==> src/rtl/frame_fifo_v2.sv <==
`default_nettype none
// ============================================================================
// frame_fifo_v2 : commit-on-end frame FIFO with optional length back-patch
// Rev 1.0
// ============================================================================
module frame_fifo_v2 #(
   parameter int DATA_W     = 8,
   parameter int DEPTH_LOG2 = 8,
   parameter int LEN_EN     = 1,
   parameter int LEN_OFFSET = 2,
   parameter int LEN_WORDS  = 2
) (
   input  logic                  clk,
   input  logic                  rst,
   input  logic [DATA_W-1:0]     in_data,
   input  logic                  in_data_latch,
   input  logic                  in_frame_valid,
   input  logic                  populate_frame_length,
   output logic                  in_frame_drop,
   output logic [DATA_W-1:0]     out_data,
   output logic                  out_sof,
   output logic                  out_eof,
   output logic                  out_frame_valid,
   input  logic                  out_data_latch,
   output logic [DEPTH_LOG2-1:0] frames_pending,
   output logic [DEPTH_LOG2-1:0] free_entries
);

   localparam int LEN_W  = LEN_WORDS * DATA_W;
   localparam int PIDX_W = (LEN_WORDS > 1) ? $clog2(LEN_WORDS) : 1;

   localparam logic [LEN_W-1:0]      LEN_MIN   = LEN_W'(LEN_OFFSET + LEN_WORDS);
   localparam logic [LEN_W-1:0]      LEN_ONE   = LEN_W'(1);
   localparam logic [PIDX_W-1:0]     PIDX_LAST = PIDX_W'(LEN_WORDS - 1);
   localparam logic [PIDX_W-1:0]     PIDX_ONE  = PIDX_W'(1);
   localparam logic [DEPTH_LOG2-1:0] PTR_ONE   = DEPTH_LOG2'(1);
   localparam logic [DEPTH_LOG2-1:0] LEN_OFS   = DEPTH_LOG2'(LEN_OFFSET);

   localparam logic [1:0] S_IDLE    = 2'd0;
   localparam logic [1:0] S_RECORD  = 2'd1;
   localparam logic [1:0] S_PATCH   = 2'd2;
   localparam logic [1:0] S_DISCARD = 2'd3;

   logic [1:0]            state;
   logic [1:0]            state_nxt;
   logic [DEPTH_LOG2-1:0] wr_ptr;
   logic [DEPTH_LOG2-1:0] commit_ptr;
   logic [DEPTH_LOG2-1:0] frame_start;
   logic [DEPTH_LOG2-1:0] tail;
   logic [DEPTH_LOG2-1:0] tail_nxt;
   logic [DEPTH_LOG2-1:0] used;
   logic [LEN_W-1:0]      len_cnt;
   logic [PIDX_W-1:0]     patch_idx;
   logic [DATA_W-1:0]     patch_word;
   logic                  fv_q;
   logic                  drop_pend;

   logic                  rise;
   logic                  full;
   logic                  patch_ok;
   logic                  patch_last;
   logic                  consume;

   logic                  wr_en;
   logic                  wr_sof_en;
   logic                  wr_sof;
   logic [DEPTH_LOG2-1:0] wr_addr;
   logic [DATA_W-1:0]     wr_word;
   logic                  drop_now;
   logic                  start_frame;
   logic                  adv_wr;
   logic                  rewind;
   logic                  commit;
   logic                  patch_step;

   logic [DATA_W-1:0]     data_mem [0:(1<<DEPTH_LOG2)-1];
   logic                  sof_mem  [0:(1<<DEPTH_LOG2)-1];

   assign rise       = in_frame_valid & ~fv_q;
   assign used       = wr_ptr - tail;
   assign full       = (used == '1);
   // all-ones minus used, i.e. (DEPTH-1) - used
   assign free_entries = ~used;
   assign patch_ok   = (LEN_EN != 0) && populate_frame_length && (len_cnt >= LEN_MIN);
   assign patch_last = (patch_idx == PIDX_LAST);

   assign tail_nxt        = tail + PTR_ONE;
   assign out_frame_valid = (frames_pending != '0);
   assign out_data        = data_mem[tail];
   assign out_sof         = sof_mem[tail];
   assign out_eof         = out_frame_valid && ((tail_nxt == commit_ptr) || sof_mem[tail_nxt]);
   assign consume         = out_data_latch && out_frame_valid;

   always_comb begin
      patch_word = '0;
      for (int i = 0; i < LEN_WORDS; i++) begin
         if (patch_idx == PIDX_W'(i)) begin
            patch_word = len_cnt[(LEN_WORDS-1-i)*DATA_W +: DATA_W];
         end
      end
   end

   always_ff @(posedge clk) begin
      if (rst) begin
         state <= S_IDLE;
      end else begin
         state <= state_nxt;
      end
   end

   always_comb begin
      state_nxt = state;
      case (state)
         S_IDLE: begin
            if (rise) state_nxt = full ? S_DISCARD : S_RECORD;
         end
         S_RECORD: begin
            if (!in_frame_valid) state_nxt = patch_ok ? S_PATCH : S_IDLE;
            else if (in_data_latch && full) state_nxt = S_DISCARD;
         end
         S_PATCH: begin
            if (patch_last) state_nxt = (drop_pend || rise) ? S_DISCARD : S_IDLE;
         end
         default: begin
            if (!in_frame_valid) state_nxt = S_IDLE;
         end
      endcase
   end

   always_comb begin
      wr_en       = 1'b0;
      wr_sof_en   = 1'b0;
      wr_sof      = 1'b0;
      wr_addr     = wr_ptr;
      wr_word     = in_data;
      drop_now    = 1'b0;
      start_frame = 1'b0;
      adv_wr      = 1'b0;
      rewind      = 1'b0;
      commit      = 1'b0;
      patch_step  = 1'b0;
      case (state)
         S_IDLE: begin
            if (rise) begin
               if (full) begin
                  drop_now = 1'b1;
               end else begin
                  wr_en       = 1'b1;
                  wr_sof_en   = 1'b1;
                  wr_sof      = 1'b1;
                  start_frame = 1'b1;
                  adv_wr      = 1'b1;
               end
            end
         end
         S_RECORD: begin
            if (in_frame_valid) begin
               if (in_data_latch) begin
                  if (full) begin
                     drop_now = 1'b1;
                     rewind   = 1'b1;
                  end else begin
                     wr_en     = 1'b1;
                     wr_sof_en = 1'b1;
                     adv_wr    = 1'b1;
                  end
               end
            end else if (!patch_ok) begin
               commit = 1'b1;
            end
         end
         S_PATCH: begin
            // patch touches only the data array so SOF tags stay intact
            wr_en      = 1'b1;
            wr_addr    = frame_start + LEN_OFS + DEPTH_LOG2'(patch_idx);
            wr_word    = patch_word;
            patch_step = 1'b1;
            drop_now   = rise;
            commit     = patch_last;
         end
         default: ;
      endcase
   end

   always_ff @(posedge clk) begin
      if (wr_en) data_mem[wr_addr] <= wr_word;
      if (wr_sof_en) sof_mem[wr_addr] <= wr_sof;
   end

   always_ff @(posedge clk) begin
      if (rst) begin
         wr_ptr         <= '0;
         commit_ptr     <= '0;
         frame_start    <= '0;
         tail           <= '0;
         frames_pending <= '0;
         len_cnt        <= '0;
         patch_idx      <= '0;
         fv_q           <= 1'b0;
         drop_pend      <= 1'b0;
         in_frame_drop  <= 1'b0;
      end else begin
         fv_q          <= in_frame_valid;
         in_frame_drop <= drop_now;
         drop_pend     <= (state == S_PATCH) && !patch_last && (drop_pend || rise);
         patch_idx     <= (patch_step && !patch_last) ? patch_idx + PIDX_ONE : '0;

         if (adv_wr) wr_ptr <= wr_ptr + PTR_ONE;
         else if (rewind) wr_ptr <= commit_ptr;

         if (start_frame) begin
            frame_start <= wr_ptr;
            len_cnt     <= LEN_ONE;
         end else if (adv_wr && (len_cnt != '1)) begin
            len_cnt <= len_cnt + LEN_ONE;
         end

         if (commit) commit_ptr <= wr_ptr;
         if (consume) tail <= tail_nxt;

         case ({commit, consume && out_eof})
            2'b10:   frames_pending <= frames_pending + PTR_ONE;
            2'b01:   frames_pending <= frames_pending - PTR_ONE;
            default: ;
         endcase
      end
   end

endmodule
`default_nettype wire

==> config.mk <==
export PLATFORM = sky130hd
export DESIGN_NAME = frame_fifo_v2
export DESIGN_NICKNAME = d
export VERILOG_FILES = /design/src/rtl/frame_fifo_v2.sv
export SDC_FILE = /design/constraint.sdc
export NUM_CORES = 2
export LEC_CHECK = 0
export CAP_MARGIN = 10
export CORE_MARGIN = 10
export CORE_UTILIZATION = 51
export CTS_CLUSTER_SIZE = 25
export DETAILED_ROUTE_END_ITERATION = 12
export GPL_ROUTABILITY_DRIVEN = 0
export GPL_TIMING_DRIVEN = 0
export PLACE_DENSITY = 0.66
export SLEW_MARGIN = 0
export SYNTH_ARGS = -nofsm -noshare
export SYNTH_HDL_FRONTEND = slang
export SYNTH_SLANG_ARGS = --single-unit
==> constraint.sdc <==
create_clock -name clk -period 21.7 [get_ports clk]
set_clock_uncertainty 0.2 [all_clocks]
set_input_delay 5.425 -clock clk [delete_from_list [all_inputs] [get_ports clk]]
set_output_delay 5.425 -clock clk [all_outputs]
set_load 0.1 [all_outputs]
# Word level (Yosys, flattened, before mapping)
# Memories as Yosys holds them, arrays and structs flattened. A register that Yosys moved wholly into a read port is not among the register bits.
# Cells that the tools add are included.
[classes] add_sub_neg=9 magnitude_cmp=1 n_eq_ne=11 mux=42 bitwise_logic=4 n_reduce_logical=20
[ops] cell="2-to-1 mux 8 bit" n=9
[ops] cell="adder 8 x 1 -> 8 bit, second input constant" n=3
[ops] cell="2-to-1 mux 1 bit" n=19
[ops] cell="adder 16 x 1 -> 16 bit, second input constant" n=1
[ops] cell="greater-or-equal comparator 16 x 3 -> 1 bit, second input constant" n=1
[ops] cell="2-to-1 mux 2 bit" n=8
[ops] cell="inequality test 16 bit, second input constant" n=1
[ops] cell="case mux 8 bit (2 select lines)" n=1
[ops] cell="logical AND 1 bit" n=9
[ops] cell="adder 8 x 1 -> 8 bit" n=1
[ops] cell="adder 8 x 2 -> 8 bit, second input constant" n=1
[ops] cell="== test 8 bit" n=1
[ops] cell="== test 8 bit, second input constant" n=1
[ops] cell="NOT 8 bit" n=1
[ops] cell="nonzero test 8 bit" n=1
[ops] cell="subtractor 8 x 1 -> 8 bit, second input constant" n=1
[ops] cell="subtractor 8 bit" n=1
[ops] cell="case mux 1 bit (3 select lines)" n=2
[ops] cell="case mux 2 bit (3 select lines)" n=1
[ops] cell="nonzero test 2 bit" n=3
[ops] cell="== test 2 x 1 -> 1 bit, second input constant" n=2
[ops] cell="== test 2 bit, second input constant" n=2
[ops] cell="inequality test 2 bit, second input constant" n=2
[ops] cell="inequality test 4 x 1 -> 1 bit, second input constant" n=1
[ops] cell="other kinds (10)" n=14
[totals] register_bits=62 ramBits=2304 inputBits=14 mem_count=2
[mem_list] name="data_mem" words=256 word_bits=8 read_ports=1 rd_ports_with_merged_regs=1 write_ports=1 line="76" source="logic [DATA_W-1:0] data_mem [0:(1<<DEPTH_LOG2)-1];"
[mem_list] name="sof_mem" words=256 word_bits=1 read_ports=2 rd_ports_with_merged_regs=1 write_ports=1 line="77" source="logic sof_mem [0:(1<<DEPTH_LOG2)-1];"

# Logic depth before layout (Yosys ltp)
[depth] depth_word=9 ltp_mapped=22 mapped_depth_nobuf=20

# Worst setup path after synthesis
# Ideal clock, no wire load.
[synth_timing] path_type="input -> register" startpoint="in in_data[0]" endpoint="mem data_mem[0][0], data pin" setup_ps=1579 arrival_time_ps=12322 required_ps=19921 path_slack_ps=7599 path_stages=2 path_buffers=0 path_cell_list="nor2_1 > a21oi_1"
[synth_between] elab_chain_cells=1
[synth_rtl] item="start, declared" line="15" source="input logic [DATA_W-1:0] in_data,"
[synth_rtl] item="2-to-1 mux 8 bit" line="142" source="case (state)"
[synth_rtl] item="via wr_word[0]" line="68" source="logic [DATA_W-1:0] wr_word;"
[synth_rtl] item="end, declared" line="76"
# The timed path passes the listed nets, and every way through them passes these cells.

==> flow_summary.ini <==
[floorplan]
dieArea_sq_um = 206000
fp.coreArea_sq_um = 188000
design.portCount = 42
placementRows = 159
initial_core_util_pct = 51.2
fp.dieH_um = 454
fp.dieW_um = 454

[cts]
hold_buffers = 0
cts_tree = built
clk_pin_slew_ns = 0.06
cts_setup_buffers = 0
cts_buffers = 229
root_buffer = clkbuf_16
clockBufferDepth = 3
cts-htree-levels = 4
clock_sinks = 2374
clk-insertion-delay-late_ns = 0.88
postCtsResizedCells = 0

[placement]
place.port_buffers = 41
pre_cts_ws_ns = 10.38
placed_area_sq_um = 102000
dp_hpwl_um = 184000

[final_layout]
finalInstanceArea_sq_um = 109000
mostFrequentLayoutCells = edfxtp_1 (2304), mux4_2 (832), nor2_1 (589)
area_growth_pct = 13.4
fill_cells = 13500
nNetsFinal = 4992
multi_input_area_sq_um = 24300
sequential_cell_area_sq_um = 70600
final_layout_size_suffix_gt1_share_pct = 27.1
layout_commonest_cell = edfxtp_1

[critical_path]
sort_of_element_at_the_end_of_the_critical_path = primary output
cp-start-kind = flip-flop
crit-reg2reg-launch = tail[1]
worst_setup_path_class = flip-flop to primary output
crit_chain = buf_2, clkbuf_2, clkbuf_1, mux4_2, mux4_2, mux4_2, a22oi_1, nand2_1, clkdlybuf4s50_1
cp.required_ns = 16.07
reg2reg_slack_ns = 15.31
critical_path_peak_fanout = 10
worst_path_max_delay_cell = clkbuf_1
timing.critical_path.arrival_ns = 6.67
critical-path-max-stage-delay_ns = 1.05
critical_path.most_common_cell = mux4_2

[timing]
setup_viol = 0
hold_violations = 0
final_max_slew_viol_count = 0
post-route-worst-setup-slack_ns = 9.40
period_needed_ns = 12.30
period_share_pct = 56.7
worst_slew_margin_rel_pct = 10.5
worst_pin_slew_ns = 1.34
timing.setup.tns_ns = 0
max_clock_freq_mhz = 81.3
unrepaired_setup_endpoints_after_global_routing = no

[yosys]
postSynthCellCount = 4592
synth_cell_type_count = 62
main_flop_type_after_synthesis = edfxtp_1
synth-async-reset-ratio_pct = 0
synth_edf_count = 2304
yosys_warnings = 0
synthesis.area_per_instance_sq_um = 20.9
ys_ff_latch = 2374
synthesis.area_sq_um = 96100
synth.net_count = 4632
yosysSeqAreaShare_pct = 73.4

[routing]
final_antenna_net_count = 0
drc = 0
wl_per_cell_um = 35.0
detailedRoute.firstPassIterationCount = 6
initialDrtViolationCount = 7334
route.final.wire_length_um = 267000
routed_via_density = 6.52
via_count = 49800

[global_route]
globalRoute.totalOverflow = 0
grt_antenna_before_repair = 11
grt_start_max_net_pins = 165
grt_use_total_pct = 26.0
first_pass_grt_wire_length_um = 377000
grt_pass1_vias = 49200

[power]
cellPowerDensity_nw_per_um2 = 91.9
power.leakage_uw = 0.0324
design_power_total_uw = 10000
vdd.ir_drop.worst_mv = 0.0775

[min_path]
hp-class = flip-flop to flip-flop
worstHoldStart = drop_pend

[run]
count_of_maximum_capacitance_violations = 0

[status]
outcome = finished, final reports clean
## cells in the mapped netlist, types with 8 or more instances
| master | n | share of area [%] |
|---|---|---|
| nand2_1 | 81 | 0.32 |
| xor2_1 | 11 | 0.10 |
| xnor2_1 | 31 | 0.28 |
| edfxtp_1 | 2304 | 72 |
| inv_1 | 27 | 0.11 |
| mux2i_1 | 32 | 0.33 |
| ha_1 | 24 | 0.31 |
| or3_1 | 15 | 0.098 |
| o21ai_0 | 18 | 0.094 |
| mux4_2 | 832 | 19 |
| a22oi_1 | 20 | 0.16 |
| nor3_1 | 9 | 0.047 |
| buf_2 | 107 | 0.56 |
| nor2_1 | 589 | 2.3 |
| dfxtp_1 | 70 | 1.5 |
| nand4_1 | 8 | 0.052 |
| clkbuf_1 | 148 | 0.58 |
| nor2b_1 | 12 | 0.078 |
| a21oi_1 | 53 | 0.28 |
| a211o_1 | 17 | 0.15 |
| nand3_1 | 41 | 0.21 |
| and3_1 | 9 | 0.059 |
| buf_1 | 30 | 0.12 |
## worst paths after layout
check                           depth (start not counted)                end
worst max-delay path                                    9        out_data[6]
worst min-delay path                                    1          drop_pend
worst max register to register                         21  frames_pending[7]
worst min register to register                          1          drop_pend
## metal layers
layer	track usage, %	vias up	routed length (um)
li1	-	19800	-
met5	0	-	77
met3	6.01	546	26900
met2	40.8	2778	127000
met4	10.7	12	12700
met1	35.3	26600	100000
## critical path: cells and delay by family (launching register included)
| family | cells | cell delay [ns] |
|---|---|---|
| buffers and inverters | 4 | 3.15 |
| muxes | 3 | 1.55 |
| DFF | 1 | 0.30 |
| and+or+nand+nor | 1 | 0.30 |
| AOI/OAI and AO/OA | 1 | 0.44 |
## per-stage QoR
| step | instances | hold slack [ns] | utilization (%) |
|---|---|---|---|
| finish | 7644 | 0.267 | 58.1 |
| global route | 7642 | 0.291 | 58.1 |
| CTS | 7636 | 0.267 | 58.1 |
| detailed placement | 7212 | 0.253 | 54.2 |
| global placement | 7128 | 0.244 | 53.1 |
| floorplan | 4592 | 0.235 | - |
## state kept, by name, summed over array words and instances (netlist names), named ones only
name,flops
commit_ptr,8
data_mem,2048
drop_pend,1
frame_start,8
frames_pending,8
fv_q,1
in_frame_drop,1
len_cnt,16
patch_idx,1
sof_mem,256
state,2
tail,8
wr_ptr,8
## final cells by class
| type | instances | share of cell area, % |
|---|---|---|
| Tap cell | 2495 | 2.86 |
| Timing Repair Buffer | 129 | 2.02 |
| Clock buffer | 281 | 5.49 |
| Antenna cell | 4 | 0.00918 |
| Buffer | 290 | 1.18 |
| Multi-Input combinational cell | 1899 | 22.3 |
| Inverter | 29 | 0.0999 |
| Clock inverter | 143 | 1.25 |
| Sequential cell | 2374 | 64.8 |
## kinds of logic after synthesis
group / synth area share [%]
AO/OA/AOI/OAI: 1.20
AND/OR/NAND/NOR: 3.39
buffers and inverters: 1.41
multiplexers: 19.8
flip-flops: 73.4
XOR/XNOR: 0.383
adder cells (fa/ha/maj): 0.354
## power breakdown
group	leakage, uW	internal [uW]	switching [uW]
registers	0.0213	5180	8.84
logic	0.00759	275	613
clock network	0.00356	2220	1720
total	0.0324	7680	2350
Power figures use the tool's default switching activity.
